### src/rtl/hicore_redirect_ctrl.sv
// Fetch-redirect controller: funnels branch and trap redirects to the fetch unit.
// Latency: request in cycle N -> redir_valid and flush in cycle N+1.
// Backpressure: redir_pc is held while fetch_ready=0; new branches are ignored until the
// redirect completes and the wrong-path shadow expires; traps always replace a pending one.
// Optional build macro HICORE_REDIR_CNT_EN enables the redir_cnt/trap_cnt counters;
// without it both ports are tied to zero.
module hicore_redirect_ctrl #(
  parameter int PC_W   = 32,
  parameter int SHADOW = 2
) (
  input  logic            clk,
  input  logic            rst,
  input  logic            br_valid,
  input  logic            br_taken,
  input  logic [PC_W-1:0] br_pc,
  input  logic            trap_valid,
  input  logic [PC_W-1:0] trap_pc,
  input  logic            fetch_ready,
  output logic            redir_valid,
  output logic [PC_W-1:0] redir_pc,
  output logic            flush,
  output logic            busy,
  output logic [31:0]     redir_cnt,
  output logic [31:0]     trap_cnt
);

  typedef enum logic [1:0] {
    S_IDLE   = 2'd0,
    S_REQ    = 2'd1,
    S_SHADOW = 2'd2
  } state_t;

  // Shadow counter start value; the SHADOW state is left once the count reaches 1 or 0,
  // so the wrong-path window after a handshake lasts max(1, SHADOW-1) cycles.
  localparam logic [2:0] SHADOW_LOAD = 3'(SHADOW - 1);

  state_t     state;
  logic [2:0] shadow_cnt;
  logic       br_req;

  assign br_req = br_valid & br_taken;

  // Redirect FSM with registered outputs; traps win over branches and over handshakes.
  always_ff @(posedge clk) begin
    if (rst) begin
      state       <= S_IDLE;
      redir_valid <= 1'b0;
      redir_pc    <= '0;
      flush       <= 1'b0;
      busy        <= 1'b0;
      shadow_cnt  <= '0;
    end else begin
      flush <= 1'b0;
      case (state)
        S_IDLE: begin
          if (trap_valid || br_req) begin
            redir_pc    <= trap_valid ? trap_pc : br_pc;
            state       <= S_REQ;
            redir_valid <= 1'b1;
            busy        <= 1'b1;
            flush       <= 1'b1;
          end
        end
        S_REQ: begin
          if (trap_valid) begin
            redir_pc <= trap_pc;
            flush    <= 1'b1;
          end else if (fetch_ready) begin
            state       <= S_SHADOW;
            redir_valid <= 1'b0;
            shadow_cnt  <= SHADOW_LOAD;
          end
        end
        S_SHADOW: begin
          if (trap_valid) begin
            redir_pc    <= trap_pc;
            state       <= S_REQ;
            redir_valid <= 1'b1;
            flush       <= 1'b1;
            shadow_cnt  <= '0;
          end else if (shadow_cnt <= 3'd1) begin
            state      <= S_IDLE;
            busy       <= 1'b0;
            shadow_cnt <= '0;
          end else begin
            shadow_cnt <= shadow_cnt - 3'd1;
          end
        end
        default: begin
          state       <= S_IDLE;
          redir_valid <= 1'b0;
          busy        <= 1'b0;
          shadow_cnt  <= '0;
        end
      endcase
    end
  end

`ifdef HICORE_REDIR_CNT_EN
  logic handshake;

  // A handshake completes only when no trap overrides it in the same cycle.
  assign handshake = (state == S_REQ) & fetch_ready & ~trap_valid;

  // Event counters; every trap is captured in every state, so each one counts.
  always_ff @(posedge clk) begin
    if (rst) begin
      redir_cnt <= '0;
      trap_cnt  <= '0;
    end else begin
      if (handshake)  redir_cnt <= redir_cnt + 32'd1;
      if (trap_valid) trap_cnt  <= trap_cnt + 32'd1;
    end
  end
`else
  assign redir_cnt = '0;
  assign trap_cnt  = '0;
`endif

endmodule

### config.mk
export PLATFORM = sky130hd
export DESIGN_NAME = hicore_redirect_ctrl
export DESIGN_NICKNAME = d
export VERILOG_FILES = /design/src/rtl/hicore_redirect_ctrl.sv
export SDC_FILE = /design/constraint.sdc
export NUM_CORES = 1
export LEC_CHECK = 0
export BUFFER_PORTS_ARGS = -buffer_cell sky130_fd_sc_hd__buf_2
export CAP_MARGIN = 20
export CORE_UTILIZATION = 38
export DETAILED_ROUTE_END_ITERATION = 8
export HOLD_SLACK_MARGIN = 0.05
export PLACE_DENSITY = 0.78
export SKIP_CTS_REPAIR_TIMING = 1
export SKIP_LAST_GASP = 1
export SLEW_MARGIN = 20
export SYNTH_ARGS = -nofsm -noshare
export SYNTH_HDL_FRONTEND = slang
export SYNTH_SLANG_ARGS = --single-unit
export TNS_END_PERCENT = 20
### constraint.sdc
create_clock -name clk -period 1.7 [get_ports clk]
set_clock_uncertainty 0.15 [all_clocks]
set_input_delay 0.17 -clock clk [delete_from_list [all_inputs] [get_ports clk]]
set_output_delay 0.17 -clock clk [all_outputs]
set_load 0.005 [all_outputs]
## After elaboration in Yosys (flattened, before gate mapping)

Cells that the tools add are included.

| word-level totals | value |
|---|---|
| input bits | 70 |
| output and inout port bits | 99 |
| word-level logic and storage cells | 56 |
| bits in registers | 40 |

| cells by class | value |
|---|---|
| mux-type cells | 26 |
| equality and inequality tests | 10 |
| magnitude comparators | 1 |
| add/sub/neg operators | 1 |
| bitwise operators | 3 |
| reduce and logical (&&, ||, !) cells | 9 |

Operators with widths:

| cell | number |
|---|---|
| $mux 32 | 3 |
| $pmux 32 s2 | 1 |
| $mux 3 | 4 |
| $ne 2x2->1 const B | 6 |
| $reduce_and 4->1 | 3 |
| $mux 2 | 5 |
| $pmux 3 s3 | 1 |
| $mux 1 | 8 |
| $pmux 1 s3 | 2 |
| $pmux 2 s3 | 1 |
| $reduce_and 3->1 | 2 |
| $le 3x1->1 const B | 1 |
| $ne 3x3->1 const B | 1 |
| $sub 3x1->3 const B | 1 |
| $eq 2x1->1 const B | 1 |
| $eq 2x2->1 const B | 1 |
| $logic_not 2->1 | 1 |
| $ne 2x1->1 const B | 1 |
| $not 1->1 | 2 |
| $pmux 1 s2 | 1 |
| $reduce_bool 2->1 | 1 |
| $reduce_or 2->1 | 1 |
| $and 1x1->1 | 1 |
| $logic_or 1x1->1 | 1 |

## Logic depth before layout (Yosys ltp)

| depth | value |
|---|---|
| depth after elaboration | 4 |
| gate-level depth with buffers | 8 |
| mapped depth without buffers | 6 |

## Least setup slack after synthesis

Ideal clock, no wire load.

| timing | value |
|---|---|
| path type | reg2reg |
| from | reg state[0] |
| to | reg redir_pc[10] |
| required time | 1.459 ns |
| setup time | 0.091 ns |
| stages on the path, launching flop included | 9 |
| slack | -0.129 ns |
| arrival time | 1.589 ns |
| clock period less this slack | 1.829 ns |
| buffers on the path | 2 |
| cells stage by stage | dfxtp_1 -> inv_1 -> ha_1 -> buf_4 -> mux2i_1 -> nor2_4 -> buf_6 -> nor2_1 -> a311oi_1 |

| on the way | value |
|---|---|
| cells in the longest elaborated chain, start to end | 4 |
| elaborated cells between the ends (all ways) | 9 |
| those cells by class | 4 x eq/ne; 1 x mux; 4 x reduce/logical |

RTL lines:

| item | line | source |
|---|---|---|
| start, declared | 37 | `state_t state;` |
| start signal, assigned | 46 | `state <= S_IDLE;` |
| start signal, assigned | 58 | `state <= S_REQ;` |
| start signal, assigned | 69 | `state <= S_SHADOW;` |
| $eq 2x2->1 or $eq 2x1->1 (tied branches) | 54 | `case (state)` |
| $reduce_or 2->1 (no source line) | n/a |  |
| $ne 2x1->1 (no source line) or $reduce_bool 2->1 (tied branches) | n/a |  |
| $reduce_and 3->1 (no source line) | n/a |  |
| end signal, assigned | 57 | `redir_pc <= trap_valid ? trap_pc : br_pc;` |
| end signal, assigned | 66 | `redir_pc <= trap_pc;` |
| end signal, assigned | 76 | `redir_pc <= trap_pc;` |
| end, declared | 20 | `output logic [PC_W-1:0] redir_pc,` |

Several ways; a longest one is shown, not always the timed one.
A chain may end at the register's enable or synchronous reset.

## Final worst setup path

| timing | value |
|---|---|
| from | reg state[1] |
| to | reg redir_pc[0] |

Same word-level chain as after synthesis.

==> key figures <==
Run status
  • Status: finished, violations left
  • Failing checks: negative setup slack

Synthesis
  • Syn Area/Cell: ~8 µm²
  • EDFF count, synth: 0
  • Synth cell types: 33
  • Yosys reg bits: 40
  • Synth warnings: 0
  • Post-Synthesis Cell Area: about 2400 µm²
  • Main synth FF type: dfxtp_1
  • Synthesized instance count: around 310
  • FFs w/ async S/R, synth: 0%
  • Post-synthesis sequential area ratio: between 30 and 40%

Global route
  • Global router's overall resource usage: between 15 and 20%
  • GRT overflow: 0
  • Vias in the first global route: approximately 1900
  • GR Layer Usage met1: 18.1%
  • Gr busiest metal: met2
  • First-pass GRT wire length: 8270 µm
  • Met3 usage: between 3 and 4%
  • Largest net degree at the start of global routing: 35
  • GR Util met2: between 20% and 30%
  • Initial antenna violation count: 0

Setup path
  • Critical path peak fanout: 34
  • Slowest stage cell, crit path: dfxtp_2
  • CP Buf/Inv Count: 2
  • Critical Path RT: approximately 1.7 ns
  • Worst path max stage delay: about 0.34 ns
  • Critical path cell sequence: inv_2 -> ha_4 -> mux2i_2 -> nor2_4 -> buf_12 -> nor2_1 -> a311oi_1
  • CP startpoint kind: flip-flop
  • CP Data Arrival Time: about 1.8 ns
  • Crit-path leading delay family: flip-flops
  • Critical path class: reg -> reg
  • Worst setup EP type: flip-flop

Timing
  • Final Slew Violations: 0
  • Fin crit share: 104%
  • Min Tclk post-route: roughly 1.8 ns
  • Final Hold Fails: 0
  • Unrepaired setup endpoints after global routing: yes
  • Final setup violation count: 17
  • Fmax: ~570 MHz
  • PnR worst setup slack: -0.0596 ns

Detailed routing
  • DR WL/cell: between 10 and 15 µm
  • Initial DRC Count: roughly 120
  • Routed WL: approximately 7100 µm
  • Antenna-violating nets left: 0
  • Mean number of vias per cell: around 4.7
  • DRC: 0
  • Vias: between 2000 and 3000
  • Pre-antenna DRT Iters: 4

Finish
  • P&R area growth vs syn: 47.9%
  • Antenna cells: 0
  • Share of cells above drive strength 1: just under 30%
  • Highest-count cells in the layout ignoring fill and taps: buf_2, conb_1, dlygate4sd3_1, dfxtp_1, nand2_1
  • Commonest non-fill, non-tap cell in the layout: buf_2
  • Register area: 803 µm²
  • Area taken by multi-input logic gates: 1280 µm²
  • Final #Nets: roughly 550
  • Fillcell total: ~500

Clock tree
  • Clk slew on worst S/H paths: ~0.08 ns
  • Clock sinks: 40
  • CTS Buffer Depth: 2
  • Later-pin clock latency in the skew report: 0.28 ns
  • TritonCTS clock tree: built
  • Root buffer cell: clkbuf_8
  • Max H-tree Level: 2
  • Cts bufs inserted: 5

Worst hold path
  • Worst Hold Class: in -> reg

Floorplan
  • Initial core utilization: ~40%
  • Core area: 6060 µm²
  • Die Y: about 80 µm
  • Die Wd: about 80 µm
  • Num rows: 28
  • I/O pins: ~170
  • Die area: ~6800 µm²

Placed design
  • Worst slack, placed: -0.103 ns
  • Dpl hpwl: 4340 µm
  • Port bufs: approximately 100
  • Routability congestion estimate: between 0.8 and 0.9

Pwr
  • VDD IR-drop max: between 0.0008 and 0.0009 V
  • Leak: 1.71 nW
  • Power Total: ~4.8 mW
  • PwrDens: approximately 1300 nW/µm²

Flow run
  • Max Cap Viol: 0
[worst min-delay path: stages]
cell      delay (ns)
buf_2           0.09
o21ai_0         0.06
a311oi_1        0.09
[metal layers]
| metal | wire, µm | up-vias |
|---|---|---|
| li1 | - | 1268 |
| met3 | 388 | 14 |
| met1 | 2800 | 1165 |
| met5 | 0 | - |
| met2 | 3790 | 126 |
| met4 | 145 | 0 |
[final cells by class]
class	instances	area share, %
clock inverter	2	1.07
multi-input combinational	238	35.4
sequential	40	22.2
inverter	7	0.727
clock buffer	6	2.29
tap	75	2.60
timing repair buffer	178	35.7
[registers in the layout, summed over array words and instances, names as in the netlist]
| signal | cells |
|---|---|
| busy | 1 |
| redir_pc | 32 |
| shadow_cnt | 3 |
| flush | 1 |
| redir_valid | 1 |
| state | 2 |
[synth_stat cells (3+ instances only)]
cell / instances / area, µm²
buf_4: 65 / 488
dfxtp_1: 40 / 801
nand2_1: 36 / 135
nor2_1: 34 / 128
o21ai_0: 33 / 165
a311oi_1: 32 / 280
clkbuf_1: 11 / 41.3
a21oi_1: 9 / 45.0
buf_2: 7 / 35.0
inv_1: 7 / 26.3
ha_1: 6 / 75.1
buf_6: 3 / 33.8
nand2b_1: 3 / 18.8
[cells by family after synthesis]
| group | Yosys count | share of synthesized area, % |
|---|---|---|
| buffers and inverters | 94 | 25.8 |
| multiplexers | 1 | 0.410 |
| AO/OA/AOI/OAI | 87 | 24.4 |
| AND/OR/NAND/NOR | 80 | 13.4 |
| flip-flops | 40 | 32.8 |
| other | 1 | 0.153 |
| adder cells (fa/ha/maj) | 6 | 3.07 |
[path summary, 6_finish.rpt]
kind	from	end	slack [ns]	cells past startpoint
worst max-delay path	state[1]$_SDFFE_PP0P_	redir_pc[0]$_SDFFE_PP0P_	-0.06	7
worst min-delay path	trap_pc[12]	redir_pc[12]$_SDFFE_PP0P_	0.02	3
worst max register to register	state[1]$_SDFFE_PP0P_	redir_pc[0]$_SDFFE_PP0P_	-0.06	7
worst min register to register	redir_pc[10]$_SDFFE_PP0P_	redir_pc[10]$_SDFFE_PP0P_	0.34	2
[stage by stage]
| stage | hold slack (ns) | utilization [%] | setup TNS, ns | cell area (µm²) | std cells |
|---|---|---|---|---|---|
| after floorplan | 0.178 | - | -0.743 | 2700 | 372 |
| after global placement | 0.286 | 47.3 | 0 | 2870 | 478 |
| after detailed placement | 0.292 | 47.3 | -0.356 | 2870 | 478 |
| after CTS | -0.0198 | 49.3 | -0.852 | 2990 | 486 |
| after global routing | 0.0481 | 59.6 | -3.34 | 3610 | 546 |
| final | 0.0231 | 59.6 | -0.387 | 3610 | 546 |
[report_power, final]
| part | total, mW | internal [mW] | switching [mW] |
|---|---|---|---|
| Combinational | 2.48 | 1.17 | 1.31 |
| Clock | 0.810 | 0.480 | 0.330 |
| Sequential | 1.49 | 1.31 | 0.183 |
Power figures use the tool's default switching activity.
